**config.mk**
```make
export PLATFORM = sky130hd
export DESIGN_NAME = alu_muldiv_flat
export DESIGN_NICKNAME = d
export VERILOG_FILES = /design/src/rtl/alu_muldiv_if.sv /design/src/rtl/alu_muldiv.sv /design/src/flat_wrapper.sv
export SDC_FILE = /design/constraint.sdc
export NUM_CORES = 1
export LEC_CHECK = 0
export ABC_AREA = 1
export CORE_MARGIN = 10
export CORE_UTILIZATION = 45
export CTS_CLUSTER_SIZE = 14
export DETAILED_ROUTE_END_ITERATION = 12
export PLACE_DENSITY = 0.75
export SKIP_LAST_GASP = 1
export SLEW_MARGIN = 20
export SYNTH_ARGS = -nofsm -noshare
export SYNTH_HDL_FRONTEND = slang
export SYNTH_SLANG_ARGS = --single-unit
```
**constraint.sdc**
```tcl
create_clock -name clock -period 9.3 [get_ports clock]
set_input_delay 1.395 -clock clock [delete_from_list [all_inputs] [get_ports clock]]
set_output_delay 1.395 -clock clock [all_outputs]
set_load 0.05 [all_outputs]
```
**src/rtl/alu_muldiv_if.sv**
```systemverilog
// alu_muldiv_if: request/response bundle for alu_muldiv.
//   master (requester) drives : in_valid, ALU_Control, operand_A, operand_B, out_ready
//   slave  (alu_muldiv) drives: in_ready, out_valid, ALU_result, busy
//   WIDTH : operand/result width in bits (>= 8)

interface alu_muldiv_if #(
    parameter int unsigned WIDTH = 32
);
    logic             in_valid;
    logic             in_ready;
    logic [5:0]       ALU_Control;
    logic [WIDTH-1:0] operand_A;
    logic [WIDTH-1:0] operand_B;
    logic             out_valid;
    logic             out_ready;
    logic [WIDTH-1:0] ALU_result;
    logic             busy;

    modport master (
        output in_valid, ALU_Control, operand_A, operand_B, out_ready,
        input  in_ready, out_valid, ALU_result, busy
    );

    modport slave (
        input  in_valid, ALU_Control, operand_A, operand_B, out_ready,
        output in_ready, out_valid, ALU_result, busy
    );
endinterface

```
**src/rtl/alu_muldiv.sv**
```systemverilog
// alu_muldiv: ALU with sequential shift-add multiplier and optional restoring divider.
// Valid/ready request in, valid/ready registered result out, one operation in flight.
// Ports:
//   clock : rising-edge clock
//   reset : synchronous, active-high; aborts any operation in flight
//   bus   : alu_muldiv_if.slave (request, operands, result handshake, busy)
// Configuration macro ALU_DIV_EN: when defined, div/divu/rem/remu run on a WIDTH-cycle
// restoring divider; when undefined the divider is absent and those encodings return all ones.

module alu_muldiv #(
    parameter int unsigned WIDTH = 32
) (
    input logic         clock,
    input logic         reset,
    alu_muldiv_if.slave bus
);
    localparam int unsigned CntW   = $clog2(WIDTH);
    localparam int unsigned ShamtW = $clog2(WIDTH);

    localparam logic [5:0] OpAdd   = 6'b000000;
    localparam logic [5:0] OpSub   = 6'b001000;
    localparam logic [5:0] OpSlt   = 6'b000010;
    localparam logic [5:0] OpSltu  = 6'b000011;
    localparam logic [5:0] OpXor   = 6'b000100;
    localparam logic [5:0] OpOr    = 6'b000110;
    localparam logic [5:0] OpAnd   = 6'b000111;
    localparam logic [5:0] OpSll   = 6'b000001;
    localparam logic [5:0] OpSrl   = 6'b000101;
    localparam logic [5:0] OpSra   = 6'b001101;
    localparam logic [5:0] OpMul   = 6'b010000;
    localparam logic [5:0] OpMulh  = 6'b010001;
    localparam logic [5:0] OpMulhu = 6'b010011;
    localparam logic [5:0] OpDiv   = 6'b010100;
    localparam logic [5:0] OpDivu  = 6'b010101;
    localparam logic [5:0] OpRem   = 6'b010110;
    localparam logic [5:0] OpRemu  = 6'b010111;

    typedef enum logic [1:0] {
        StIdle = 2'd0,
        StMul  = 2'd1,
`ifdef ALU_DIV_EN
        StDiv  = 2'd2,
`endif
        StDone = 2'd3
    } state_e;

    state_e           state_q;
    logic [5:0]       op_q;
    logic [WIDTH-1:0] result_q;
    logic [WIDTH-1:0] hi_q;     // mul: product high half; div: partial remainder
    logic [WIDTH-1:0] lo_q;     // mul: multiplier / product low half; div: dividend -> quotient
    logic [WIDTH-1:0] mcand_q;  // mul: multiplicand magnitude; div: divisor magnitude
    logic [CntW-1:0]  cnt_q;
    logic             neg_q;    // final product / quotient needs negating

    logic              accept;
    logic              is_mul;
    logic              op_signed;
    logic              a_neg;
    logic              b_neg;
    logic [WIDTH-1:0]  mag_a;
    logic [WIDTH-1:0]  mag_b;
    logic [ShamtW-1:0] shamt;
    logic [WIDTH-1:0]  alu_res;
    logic              last_step;

    assign accept    = bus.in_valid && (state_q == StIdle);
    assign is_mul    = bus.ALU_Control inside {OpMul, OpMulh, OpMulhu};
    // mul returns the low half, which is identical for signed and unsigned operands
    assign op_signed = bus.ALU_Control inside {OpMulh, OpDiv, OpRem};
    assign a_neg     = op_signed && bus.operand_A[WIDTH-1];
    assign b_neg     = op_signed && bus.operand_B[WIDTH-1];
    assign mag_a     = a_neg ? -bus.operand_A : bus.operand_A;
    assign mag_b     = b_neg ? -bus.operand_B : bus.operand_B;
    assign shamt     = bus.operand_B[ShamtW-1:0];
    assign last_step = (cnt_q == CntW'(WIDTH - 1));

    // Single-cycle results, computed straight from the request at accept
    always_comb begin
        alu_res = '0;
        case (bus.ALU_Control)
            OpAdd:  alu_res = bus.operand_A + bus.operand_B;
            OpSub:  alu_res = bus.operand_A - bus.operand_B;
            OpSlt:  alu_res = {{(WIDTH-1){1'b0}},
                               $signed(bus.operand_A) < $signed(bus.operand_B)};
            OpSltu: alu_res = {{(WIDTH-1){1'b0}}, bus.operand_A < bus.operand_B};
            OpXor:  alu_res = bus.operand_A ^ bus.operand_B;
            OpOr:   alu_res = bus.operand_A | bus.operand_B;
            OpAnd:  alu_res = bus.operand_A & bus.operand_B;
            OpSll:  alu_res = bus.operand_A << shamt;
            OpSrl:  alu_res = bus.operand_A >> shamt;
            OpSra:  alu_res = $unsigned($signed(bus.operand_A) >>> shamt);
`ifndef ALU_DIV_EN
            OpDiv, OpDivu, OpRem, OpRemu: alu_res = '1;
`endif
            default: alu_res = '0;
        endcase
    end

    // Shift-add step: add multiplicand into the high half, shift the product right by one
    logic [WIDTH:0]     mul_sum;
    logic [2*WIDTH-1:0] mul_prod;
    logic [2*WIDTH-1:0] mul_fix;
    logic [WIDTH-1:0]   mul_res;

    always_comb begin
        mul_sum  = {1'b0, hi_q} + (lo_q[0] ? {1'b0, mcand_q} : '0);
        mul_prod = {mul_sum, lo_q[WIDTH-1:1]};
        mul_fix  = neg_q ? -mul_prod : mul_prod;
        mul_res  = (op_q == OpMul) ? mul_fix[WIDTH-1:0] : mul_fix[2*WIDTH-1:WIDTH];
    end

`ifdef ALU_DIV_EN
    logic             negr_q;   // remainder takes the dividend's sign
    logic             dz_q;     // divisor was zero
    logic [WIDTH:0]   div_shift;
    logic [WIDTH:0]   div_trial;
    logic             div_ge;
    logic [WIDTH-1:0] div_rem;
    logic [WIDTH-1:0] div_quo;
    logic [WIDTH-1:0] quo_fix;
    logic [WIDTH-1:0] rem_fix;
    logic [WIDTH-1:0] div_res;

    // Restoring step: shift next dividend bit into the remainder, keep the trial if >= 0
    always_comb begin
        div_shift = {hi_q, lo_q[WIDTH-1]};
        div_trial = div_shift - {1'b0, mcand_q};
        div_ge    = ~div_trial[WIDTH];
        div_rem   = div_ge ? div_trial[WIDTH-1:0] : div_shift[WIDTH-1:0];
        div_quo   = {lo_q[WIDTH-2:0], div_ge};
        quo_fix   = dz_q ? '1 : (neg_q ? -div_quo : div_quo);
        rem_fix   = negr_q ? -div_rem : div_rem;
        div_res   = (op_q inside {OpDiv, OpDivu}) ? quo_fix : rem_fix;
    end
`endif

    always_ff @(posedge clock) begin
        if (reset) begin
            state_q  <= StIdle;
            op_q     <= '0;
            result_q <= '0;
            hi_q     <= '0;
            lo_q     <= '0;
            mcand_q  <= '0;
            cnt_q    <= '0;
            neg_q    <= 1'b0;
`ifdef ALU_DIV_EN
            negr_q   <= 1'b0;
            dz_q     <= 1'b0;
`endif
        end else begin
            unique case (state_q)
                StIdle: begin
                    if (accept) begin
                        op_q  <= bus.ALU_Control;
                        cnt_q <= '0;
                        neg_q <= a_neg ^ b_neg;
                        if (is_mul) begin
                            state_q <= StMul;
                            hi_q    <= '0;
                            lo_q    <= mag_b;
                            mcand_q <= mag_a;
                        end
`ifdef ALU_DIV_EN
                        else if (bus.ALU_Control inside {OpDiv, OpDivu, OpRem, OpRemu}) begin
                            state_q <= StDiv;
                            hi_q    <= '0;
                            lo_q    <= mag_a;
                            mcand_q <= mag_b;
                            negr_q  <= a_neg;
                            dz_q    <= (bus.operand_B == '0);
                        end
`endif
                        else begin
                            state_q  <= StDone;
                            result_q <= alu_res;
                        end
                    end
                end
                StMul: begin
                    hi_q  <= mul_prod[2*WIDTH-1:WIDTH];
                    lo_q  <= mul_prod[WIDTH-1:0];
                    cnt_q <= cnt_q + CntW'(1);
                    if (last_step) begin
                        result_q <= mul_res;
                        state_q  <= StDone;
                    end
                end
`ifdef ALU_DIV_EN
                StDiv: begin
                    hi_q  <= div_rem;
                    lo_q  <= div_quo;
                    cnt_q <= cnt_q + CntW'(1);
                    if (last_step) begin
                        result_q <= div_res;
                        state_q  <= StDone;
                    end
                end
`endif
                StDone: begin
                    if (bus.out_ready) begin
                        state_q <= StIdle;
                    end
                end
                default: state_q <= StIdle;
            endcase
        end
    end

    assign bus.in_ready   = (state_q == StIdle);
    assign bus.out_valid  = (state_q == StDone);
    assign bus.ALU_result = result_q;
`ifdef ALU_DIV_EN
    assign bus.busy       = (state_q == StMul) || (state_q == StDiv);
`else
    assign bus.busy       = (state_q == StMul);
`endif

endmodule

```
**src/flat_wrapper.sv**
```systemverilog
// flat-port wrapper written by rule: the top's interface ports become plain ports
module alu_muldiv_flat 
#(
    parameter int unsigned WIDTH = 32
)
  (clock, reset, bus_in_valid, bus_ALU_Control, bus_operand_A, bus_operand_B, bus_out_ready, bus_in_ready, bus_out_valid, bus_ALU_result, bus_busy);
  alu_muldiv_if #(.WIDTH(WIDTH)) bus_i ();
  input logic clock;
  input logic reset;
  input wire logic [$bits(bus_i.in_valid)-1:0] bus_in_valid;
  input wire logic [$bits(bus_i.ALU_Control)-1:0] bus_ALU_Control;
  input wire logic [$bits(bus_i.operand_A)-1:0] bus_operand_A;
  input wire logic [$bits(bus_i.operand_B)-1:0] bus_operand_B;
  input wire logic [$bits(bus_i.out_ready)-1:0] bus_out_ready;
  output wire logic [$bits(bus_i.in_ready)-1:0] bus_in_ready;
  output wire logic [$bits(bus_i.out_valid)-1:0] bus_out_valid;
  output wire logic [$bits(bus_i.ALU_result)-1:0] bus_ALU_result;
  output wire logic [$bits(bus_i.busy)-1:0] bus_busy;
  assign bus_i.in_valid = bus_in_valid;
  assign bus_i.ALU_Control = bus_ALU_Control;
  assign bus_i.operand_A = bus_operand_A;
  assign bus_i.operand_B = bus_operand_B;
  assign bus_i.out_ready = bus_out_ready;
  assign bus_in_ready = bus_i.in_ready;
  assign bus_out_valid = bus_i.out_valid;
  assign bus_ALU_result = bus_i.ALU_result;
  assign bus_busy = bus_i.busy;
  alu_muldiv #(.WIDTH(WIDTH)) u_core (.clock(clock), .reset(reset), .bus(bus_i));
endmodule
```
# ---- After elaboration in Yosys (flattened, before gate mapping)
# Cells that the tools add are included.
dict set report word_totals {
  ff_bits 142
  input_bits 74
  wordCells 87
}
dict set report op_classes {
  add_sub_neg 7
  magnitude_cmp 2
  eq_ne 25
  shift 3
  mux 23
  n_bitwise 4
  reduce_logical 15
}
# cell n
set op_table {}
lappend op_table {{32-bit 2-to-1 mux} 11}
lappend op_table {{32-bit case mux with 11 select lines} 1}
lappend op_table {{32-bit case mux with 2 select lines} 3}
lappend op_table {{32-bit less-than comparator} 2}
lappend op_table {{64-bit 2-to-1 mux} 1}
lappend op_table {{32-bit negation} 2}
lappend op_table {{64-bit negation} 1}
lappend op_table {{6-bit by 5-bit == test with 1-bit output (second input constant)} 8}
lappend op_table {{32-bit by 33-bit adder with 33-bit output} 1}
lappend op_table {{32-bit adder} 1}
lappend op_table {{32-bit AND} 1}
lappend op_table {{32-bit OR} 1}
lappend op_table {{32-bit by 5-bit left shift with 32-bit output} 1}
lappend op_table {{32-bit by 5-bit >> shifter with 32-bit output} 1}
lappend op_table {{32-bit by 5-bit >>> shifter with 32-bit output} 1}
lappend op_table {{32-bit subtractor} 1}
lappend op_table {{32-bit XOR} 1}
lappend op_table {{6-bit by 3-bit == test with 1-bit output (second input constant)} 4}
lappend op_table {{6-bit by 2-bit == test with 1-bit output (second input constant)} 2}
lappend op_table {{6-bit by 4-bit == test with 1-bit output (second input constant)} 2}
lappend op_table {{5-bit case mux with 2 select lines} 1}
lappend op_table {{3-bit AND reduction} 3}
lappend op_table {{2-bit 2-to-1 mux} 4}
lappend op_table {{6-bit by 1-bit == test with 1-bit output (second input constant)} 1}
lappend op_table {{other kinds (17)} 24}

# ---- Logic depth before layout (Yosys ltp)
# Gate-level depths: netlist (run 1).
dict set report depth {
  depth_word 7
  mapped_depth 26
}

# ---- Least setup slack after synthesis (run 1)
# OpenSTA, ideal clock, no wires.
dict set report synth_path {
  path_kind {input to register}
  from {in bus_operand_B[2]}
  to {reg u_core.result_q[18] (netlist: u_core.bus.ALU_result[18])}
  setup_time_ns 0.120
  arrival_time_ns 3.902
  t_required_ns 9.180
  slack_ns 5.278
  path_stages 19
  path_cell_list {inv_2 > buf_2 > buf_2 > clkbuf_1 > ha_1 > inv_1 > nand3_1 > nand2_1 > nand2_1 > a22oi_1 > a21oi_1 > o21ai_0 > a21oi_1 > o21ai_0 > o21ai_0 > nor2_1 > nor2_1 > nor2_1 > a21oi_1}
}
dict set report synth_via {
  elab_chain_len 5
  word_cells_on_any_way 9
}
# element line
set synth_lines {}
lappend synth_lines {{start: declaration} flat_wrapper.sv:13} ;# input wire logic [$bits(bus_i.operand_B)-1:0] bus_operand_B;
lappend synth_lines {{32-bit subtractor (tied with other cells)} alu_muldiv.sv:83} ;# OpSub: alu_res = bus.operand_A - bus.operand_B;
lappend synth_lines {{32-bit case mux with 11 select lines (*)} alu_muldiv.sv:81} ;# case (bus.ALU_Control)
lappend synth_lines {{32-bit 2-to-1 mux (*)} alu_muldiv.sv:159} ;# if (is_mul) begin
lappend synth_lines {{32-bit 2-to-1 mux (*)} alu_muldiv.sv:155} ;# if (accept) begin
lappend synth_lines {{32-bit case mux with 2 select lines (*)} alu_muldiv.sv:153} ;# unique case (state_q)
lappend synth_lines {{end signal: assignment} alu_muldiv.sv:177} ;# result_q <= alu_res;
lappend synth_lines {{end signal: assignment} alu_muldiv.sv:186} ;# result_q <= mul_res;
lappend synth_lines {{end: declaration} alu_muldiv.sv:49} ;# logic [WIDTH-1:0] result_q;
# Mark *: on every way between the ends. The rest lies on a longest branch, timed or not. The select of a mux whose other input is x is not followed.
# A chain may end at the register's enable or synchronous reset.

# ---- Final worst setup path (run 1)
dict set report layout_path {
  from {in bus_operand_B[3]}
  to {reg u_core.result_q[20] (netlist: u_core.bus.ALU_result[20])}
}
# Same word-level chain as after synthesis.

==> results of run 1 <==
kinds of logic after synthesis:
logic type	count (synthesis)	share of synthesized area, %
simple gates	1815	37.2
compound gates	936	25.7
buf+inv	686	12.9
flops	142	13.9
fa+ha+maj	137	8.47
xor+xnor	25	1.07
mux	17	0.830
flip-flops by register name, indices dropped and copies added (netlist names):
signal                 count
u_core.lo_q               32
u_core.cnt_q               5
u_core.op_q                6
u_core.hi_q               32
u_core.mcand_q            32
u_core.state_q             2
u_core.neg_q               1
u_core.bus.ALU_result     32
cell usage after synthesis, types with 10 or more instances:
library cell | count | area, sq um
a21boi_0 | 13 | 97.6
nor3_1 | 47 | 235
a21oi_1 | 322 | 1610
dfxtp_1 | 142 | 2840
buf_1 | 18 | 67.6
o211ai_1 | 39 | 293
nand2_2 | 19 | 119
o21a_1 | 18 | 135
a221oi_1 | 10 | 87.6
buf_2 | 35 | 175
clkbuf_1 | 99 | 372
nor2_2 | 12 | 75.1
xor2_1 | 25 | 219
ha_1 | 134 | 1680
nand3b_1 | 14 | 105
nand3_1 | 244 | 1220
nor2_1 | 356 | 1340
mux2i_1 | 17 | 170
a211oi_1 | 12 | 90.1
o221ai_1 | 21 | 184
nand4_1 | 31 | 194
inv_1 | 511 | 1920
nor4_1 | 10 | 62.6
o22ai_1 | 30 | 188
a31oi_1 | 44 | 275
o21bai_1 | 10 | 75.1
o21ai_1 | 18 | 90.1
nand2_1 | 1046 | 3930
o21ai_0 | 359 | 1800
cell usage in the layout (no fill, tap or decap), types with 10 or more instances in the layout:
| cell | Yosys | routed |
|---|---|---|
| inv_1 | 511 | 511 |
| o211ai_1 | 39 | 39 |
| a211oi_1 | 12 | 12 |
| mux2i_1 | 17 | 17 |
| buf_4 | 3 | 29 |
| nand2_2 | 19 | 19 |
| nor2_2 | 12 | 13 |
| o221ai_1 | 21 | 21 |
| a21oi_1 | 322 | 322 |
| xor2_1 | 25 | 25 |
| o21ai_0 | 359 | 359 |
| nor3_1 | 47 | 47 |
| clkbuf_16 | 0 | 17 |
| nand3b_1 | 14 | 14 |
| nor2_1 | 356 | 354 |
| dfxtp_1 | 142 | 141 |
| o22ai_1 | 30 | 30 |
| a21boi_0 | 13 | 13 |
| nand4_1 | 31 | 31 |
| nand2_1 | 1046 | 1046 |
| o21ai_1 | 18 | 18 |
| o21bai_1 | 10 | 10 |
| clkdlybuf4s50_1 | 0 | 106 |
| a31oi_1 | 44 | 44 |
| o21a_1 | 18 | 18 |
| a221oi_1 | 10 | 10 |
| ha_1 | 134 | 134 |
| nand3_1 | 244 | 243 |
area by class of cell:
| type | count | area share, % |
|---|---|---|
| repair buffers | 137 | 5.72 |
| multi-input cells | 2930 | 66.7 |
| clock buffers | 19 | 2.01 |
| well taps | 600 | 3.33 |
| inverters | 527 | 8.79 |
| flip-flops and latches | 142 | 12.6 |
| diodes | 1 | 0.0111 |
| clock inverters | 13 | 0.789 |
per-layer routing:
metal	share of wire, %	routed length [microns]	vias to the layer above	global-route usage (%)
met5	0.0064	7	-	0
met4	7.4	8130	2	25.2
met3	12	13600	389	10.2
met2	42	46000	1795	58.3
met1	38	41700	12159	48.1
li1	-	-	12370	-
power by group:
group / total, mW / internal, mW / switching (mW)
combinational: 1.36 / 0.346 / 1.02
clock: 0.790 / 0.442 / 0.348
sequential: 0.763 / 0.671 / 0.0927
stage by stage:
stage / utilization [%] / worst slack [ns] / power, mW
after global routing: 49.8 / 3.83 / 3.00
final: 49.8 / 4.06 / 2.92
after global placement: 48.4 / 3.83 / 2.08
after detailed placement: 48.4 / 3.77 / 2.07
after floorplan: - / 5.28 / 1.53
after CTS: 49.8 / 4.29 / 2.86
worst max-delay path: stages:
cell             delay, ns
clkdlybuf4s50_1       0.46
buf_4                 0.42
clkinv_2              0.64
ha_1                  0.65
nand3_1               0.10
nand2_1               0.10
inv_1                 0.05
nor2_1                0.08
nor2_1                0.09
o21ai_0               0.61
nand2_1               0.11
nand2_1               0.21
nand3_1               0.14
nand2_1               0.09
nand2_1               0.05
nand3_1               0.08
nand4_1               0.09
a21oi_1               0.14
a21oi_1               0.08
final timing paths:
path / startpoint / to / slack [ns] / depth (start not counted)
hold / removal: u_core.op_q[4] / u_core.op_q[4] / 0.47 / 2
setup / recovery: bus_operand_B[3] / u_core.bus.ALU_result[20] / 4.06 / 19
setup reg to reg: u_core.state_q[0] / u_core.lo_q[16] / 4.82 / 12
hold reg to reg: u_core.op_q[4] / u_core.op_q[4] / 0.47 / 2
==> summary.md, run 1 <==
| Metric | Value |
|---|---|
| Setup TNS | 0 ns |
| CTS Sinks | 142 |
| Post-synth EDFFs | 0 |
| CTS tree | built |
| Final setup viols | 0 |
| Pin count of the biggest net entering global routing | 75 |
| Synth async-reset ratio | 0% |
| Number of DRC markers in iteration 0 | 3873 |
| IO Port Bufs | 108 |
| Die width | 233 microns |
| Resized Gates After CTS | 0 |
| Setup Skew | 0.0207 ns |
| PwrDens | 130 mW/mm^2 |
| Worst-Skew Late Latency | 0.50 ns |
| Final Hold Vio Count | 0 |
| Tightest Pin Transition | 1.15 ns |
| Layout fillers | 4971 |
| Yosys Warn Count | 0 |
| Leak | 11.2 nW |
| DP Cell Count | 4336 |
| Crit path DAT | 5.62 ns |
| Detailed Routing Iterations Pass 1 | 8 |
| Seq/Total Area, Yosys | 13.9% |
| FF+latch area | 0.00284 sq mm |
| Post-synth design cell area | 0.0205 sq mm |
| Max Fclk | 191 MHz |
| Max Root-Sink Buffers | 2 |
| CTS buffer count | 17 |
| Fin cells | 4369 |
| Final Critical Period | 5.24 ns |
| Critical path launch point type | primary input |
| Layout cells sized above 1 | 3.69% |
| Core Rows | 78 |
| Total grt overflow | 0 |
| Area of the multi-input gates | 0.0150 sq mm |
| Clock root buffer | clkbuf_16 |
| Chip height | 233 microns |
| Synth Net Count | 3969 |
| Outcome | finished, final reports clean |
| Cts-stage hold buffer count | 0 |
| Final net count | 3966 |
| ANT nets after route | 0 |
| Mapped Avg Cell Area | 5.45 sq um |
| CP Max Fanout | 42 |
| Design area | 0.0225 sq mm |
| WP data required | 9.67 ns |
| Unrepaired setup endpoints after global routing | no |
| Via count | 26715 |
| Syn Inst Count | 3758 |
| Post-DP Area | 0.0219 sq mm |
| Core Region | 0.0452 sq mm |
| Final WL | 110000 microns |
| Crit. End Element | register |
| Aggregate global-route resource usage | 38.7% |
| First-pass GRT wire length | 157000 microns |
| GPL Wtd Cong | 1.10 |
| Final Cycle Share | 56.4% |
| Vias/cell | 6.11 |
| Vias in the first global route | 23922 |
| Count of cell types in the netlist | 63 |
| Max VDD drop | 0.000151 V |
| Tightest Hold Check Type | reg -> reg |
| CTS clk-pin slew, worst paths | 0.07 ns |
| P&R area growth vs syn | 9.88% |
| DRC viols | 0 |
| Initial antenna violation count | 2 |
| #FFs+latches synth | 142 |
| WS Path Type | in -> reg |
| Max-cap violation count | 0 |
| Post-CTS repair timing setup buffer count | 0 |
| Final HPWL DP | 87100 microns |
| Max-slew headroom | 23.5% |
| Hold_ws | 0.471 ns |
| I/O Pins | 109 |
| # H-tree levels | 4 |
| Initial core utilization | 45.4% |
| Detailed-route wire length per cell | 25.1 microns |
| Top FF cell, synth | dfxtp_1 |
| Die area | 0.0545 sq mm |
| Count of pins over their slew limit | 0 |
Note: power is estimated with default switching activity, not from simulation.
==> run 2: changes to the inputs <==
==> constraint.sdc (replaced) <==
create_clock -name clock -period 5.1 [get_ports clock]
set_input_delay 0.765 -clock clock [delete_from_list [all_inputs] [get_ports clock]]
set_output_delay 0.765 -clock clock [all_outputs]
set_load 0.05 [all_outputs]
==> summary.md, run 2 (synthesis gave the netlist of run 1 again) <==
| Metric | Value |
|---|---|
| Setup Skew | 0.0172 ns (was 0.0207 ns) |
| Met3 Use GR | 9.43% (was 10.2%) |
| P&R area growth vs syn | 11.5% (was 9.88%) |
| DP Cell Count | 4387 (was 4336) |
| M1 GR Usage | 46.9% (was 48.1%) |
| Hold endpoint | u_core.op_q[4] (unchanged) |
| Die area | 0.0545 sq mm (unchanged) |
| Logic pwr share | 48.6% (was 46.8%) |
| PwrDens | 224 mW/mm^2 (was 130 mW/mm^2) |
| Max-cap violation count | 0 (unchanged) |
| WS Path Type | in -> reg (unchanged) |
| Crit path cell chain | clkdlybuf4s50_1 -> inv_1 -> ha_1 -> inv_1 -> a21oi_1 -> a21boi_0 -> o21ai_0 -> o21ai_0 -> o211ai_1 -> a21oi_1 -> o21ai_0 -> a21oi_1 -> a21oi_1 (was clkdlybuf4s50_1 -> buf_4 -> clkinv_2 -> ha_1 -> nand3_1 -> nand2_1 -> inv_1 -> nor2_1 -> nor2_1 -> o21ai_0 -> nand2_1 -> nand2_1 -> nand3_1 -> nand2_1 -> nand2_1 -> nand3_1 -> nand4_1 -> a21oi_1 -> a21oi_1) |
| Internal power | 2.58 mW (was 1.46 mW) |
| Initial core utilization | 45.4% (unchanged) |
| Post-CTS repair timing setup buffer count | 0 (unchanged) |
| CP max stage delay | 0.65 ns (about the same) |
| WP data required | 5.44 ns (was 9.67 ns) |
| Worst hold path stage count | 2 (unchanged) |
| Leading cell type in the layout, fill and taps excluded | nand2_1 (unchanged) |
| Cts-stage hold buffer count | 0 (unchanged) |
| Tot Pwr | 5.12 mW (was 2.92 mW) |
| Number of DRC markers in iteration 0 | 3764 (was 3873) |
| Hold_ws | 0.467 ns (was 0.471 ns) |
| Max Root-Sink Buffers | 2 (unchanged) |
| Layout cells sized above 1 | 4.95% (was 3.69%) |
| Resized Gates After CTS | 0 (unchanged) |
| Design area | 0.0229 sq mm (was 0.0225 sq mm) |
| ANT nets after route | 0 (unchanged) |
| Vias in the first global route | 24358 (was 23922) |
| Hold Crit Start | u_core.op_q[4] (unchanged) |
| Max-slew headroom | 33.6% (was 23.5%) |
| Tightest Pin Transition | 0.985 ns (was 1.15 ns) |
| Final WL | 107000 microns (was 110000 microns) |
| Clock power share | 24.7% (was 27.1%) |
| Max VDD drop | 0.000270 V (was 0.000151 V) |
| Outcome | finished, final reports clean (unchanged) |
| Gr busiest metal | met2 (unchanged) |
| # H-tree levels | 4 (unchanged) |
| Critical path origin | bus_operand_A[4] (was bus_operand_B[3]) |
| GR Util met2 | 56.6% (was 58.3%) |
| Post-DP Area | 0.0223 sq mm (was 0.0219 sq mm) |
| IO Port Bufs | 108 (unchanged) |
| Die width | 233 microns (unchanged) |
| CTS buffer count | 17 (unchanged) |
| Worst-Skew Late Latency | 0.46 ns (was 0.50 ns) |
| Total grt overflow | 0 (unchanged) |
| Final net count | 4017 (was 3966) |
| Final core occ | 50.6% (was 49.8%) |
| Net Sw Frac | 49.7% (was 50.0%) |
| Core Region | 0.0452 sq mm (unchanged) |
| Leak | 11.4 nW (was 11.2 nW) |
| Tightest Hold Check Type | reg -> reg (unchanged) |
| Final Hold Vio Count | 0 (unchanged) |
| Core Rows | 78 (unchanged) |
| Setup TNS | 0 ns (unchanged) |
| Initial antenna violation count | 2 (unchanged) |
| Reg2reg end | u_core.bus.ALU_result[29] (was u_core.lo_q[16]) |
| Worst r2r path cells | 23 (was 12) |
| Net Switching | 2.55 mW (was 1.46 mW) |
| Crit path DAT | 4.44 ns (was 5.62 ns) |
| Via count | 26817 (was 26715) |
| Commonest cells after routing, fill and taps aside | nand2_1 (1046), inv_1 (510), o21ai_0 (359) (was nand2_1 (1046), inv_1 (511), o21ai_0 (359)) |
| Max Fclk | 244 MHz |
| CTS clk-pin slew, worst paths | 0.07 ns (about the same) |
| Count of pins over their slew limit | 0 (unchanged) |
| CTS tree | built (unchanged) |
| RR Startpoint | u_core.lo_q[0] (was u_core.state_q[0]) |
| DRC viols | 0 (unchanged) |
| Final setup margin | 0.999 ns (was 4.06 ns) |
| Setup WS pre-CTS | 0.712 ns (was 3.77 ns) |
| Crit. End Element | register (unchanged) |
| Unrepaired setup endpoints after global routing | no (unchanged) |
| Final setup viols | 0 (unchanged) |
| Chip height | 233 microns (unchanged) |
| Final Critical Period | 4.10 ns |
| CTS Sinks | 142 (unchanged) |
| Reg power frac | 26.7% (was 26.2%) |
| Vias/cell | 6.07 (was 6.11) |
| Final HPWL DP | 86300 microns (was 87100 microns) |
| Pin count of the biggest net entering global routing | 66 (was 75) |
| Aggregate global-route resource usage | 37.9% (was 38.7%) |
| Final Cycle Share | 80.4% |
| CP Max Fanout | 8 (was 42) |
| Flop2flop setup slack | 1.30 ns (was 4.82 ns) |
| Slowest stage cell, crit path | clkdlybuf4s50_1 (was ha_1) |
| First-pass GRT wire length | 155000 microns (was 157000 microns) |
| I/O Pins | 109 (unchanged) |
| Detailed-route wire length per cell | 24.2 microns (was 25.1 microns) |
| Fin cells | 4420 (was 4369) |
| Top cell by count, worst path | a21oi_1 (was nand2_1) |
| Detailed Routing Iterations Pass 1 | 7 (was 8) |
| GPL Wtd Cong | 1.12 (was 1.10) |
| Clock root buffer | clkbuf_16 (unchanged) |
| Critical path launch point type | primary input (unchanged) |
[run 2: cell types whose count changed in the layout (fill, tap and decap cells not counted), sizes merged]
cell / before / now
clkinv: 10 / 13
buf: 31 / 82
inv: 525 / 523
diode: 1 / 2
bufinv: 3 / 1
[run 2: routing by layer]
| metal | routed length, microns | vias up |
|---|---|---|
| met3 | 12500 | 414 |
| met1 | 40800 | 12137 |
| met4 | 8880 | 2 |
| met2 | 44700 | 1792 |
| met5 | 14 | - |
| li1 | - | 12472 |
[run 2: worst max-delay path: cells and delay by family]
family | cells | cell delay, ns
AOI/OAI and AO/OA | 9 | 2.25
buffers and inverters | 3 | 0.95
adders and majority gates | 1 | 0.47
[run 2: worst max path at each step]
| stage | endpoint | slack, ns | cells after the start |
|---|---|---|---|
| 2_1_floorplan | u_core.bus.ALU_result[18] | 1.71 | 19 |
| 3_3_place_gp | u_core.bus.ALU_result[19] | 0.64 | 16 |
| 3_5_place_dp | u_core.bus.ALU_result[19] | 0.71 | 16 |
| 4_1_cts | u_core.bus.ALU_result[19] | 1.17 | 16 |
| 5_1_grt | u_core.bus.ALU_result[25] | 0.83 | 13 |
| 6_report | u_core.bus.ALU_result[7] | 1.0 | 13 |
[run 2: cell type report]
type | count | area, sq um
clock inverters | 12 | 111
clock buffers | 19 | 453
diodes | 2 | 5.00
fillers | 4916 | 22300
multi-input cells | 2930 | 15000
well taps | 600 | 751
inverters | 527 | 1980
repair buffers | 188 | 1700
flip-flops and latches | 142 | 2840
[run 2: power groups by stage]
stage | sequential [mW] | combinational [mW] | clock, mW
3_5_place_dp | 1.37 | 2.39 | 0
6_report | 1.37 | 2.49 | 1.27
5_1_grt | 1.36 | 2.62 | 1.32
4_1_cts | 1.35 | 2.40 | 1.27
2_1_floorplan | 1.59 | 1.19 | 0
3_3_place_gp | 1.37 | 2.40 | 0
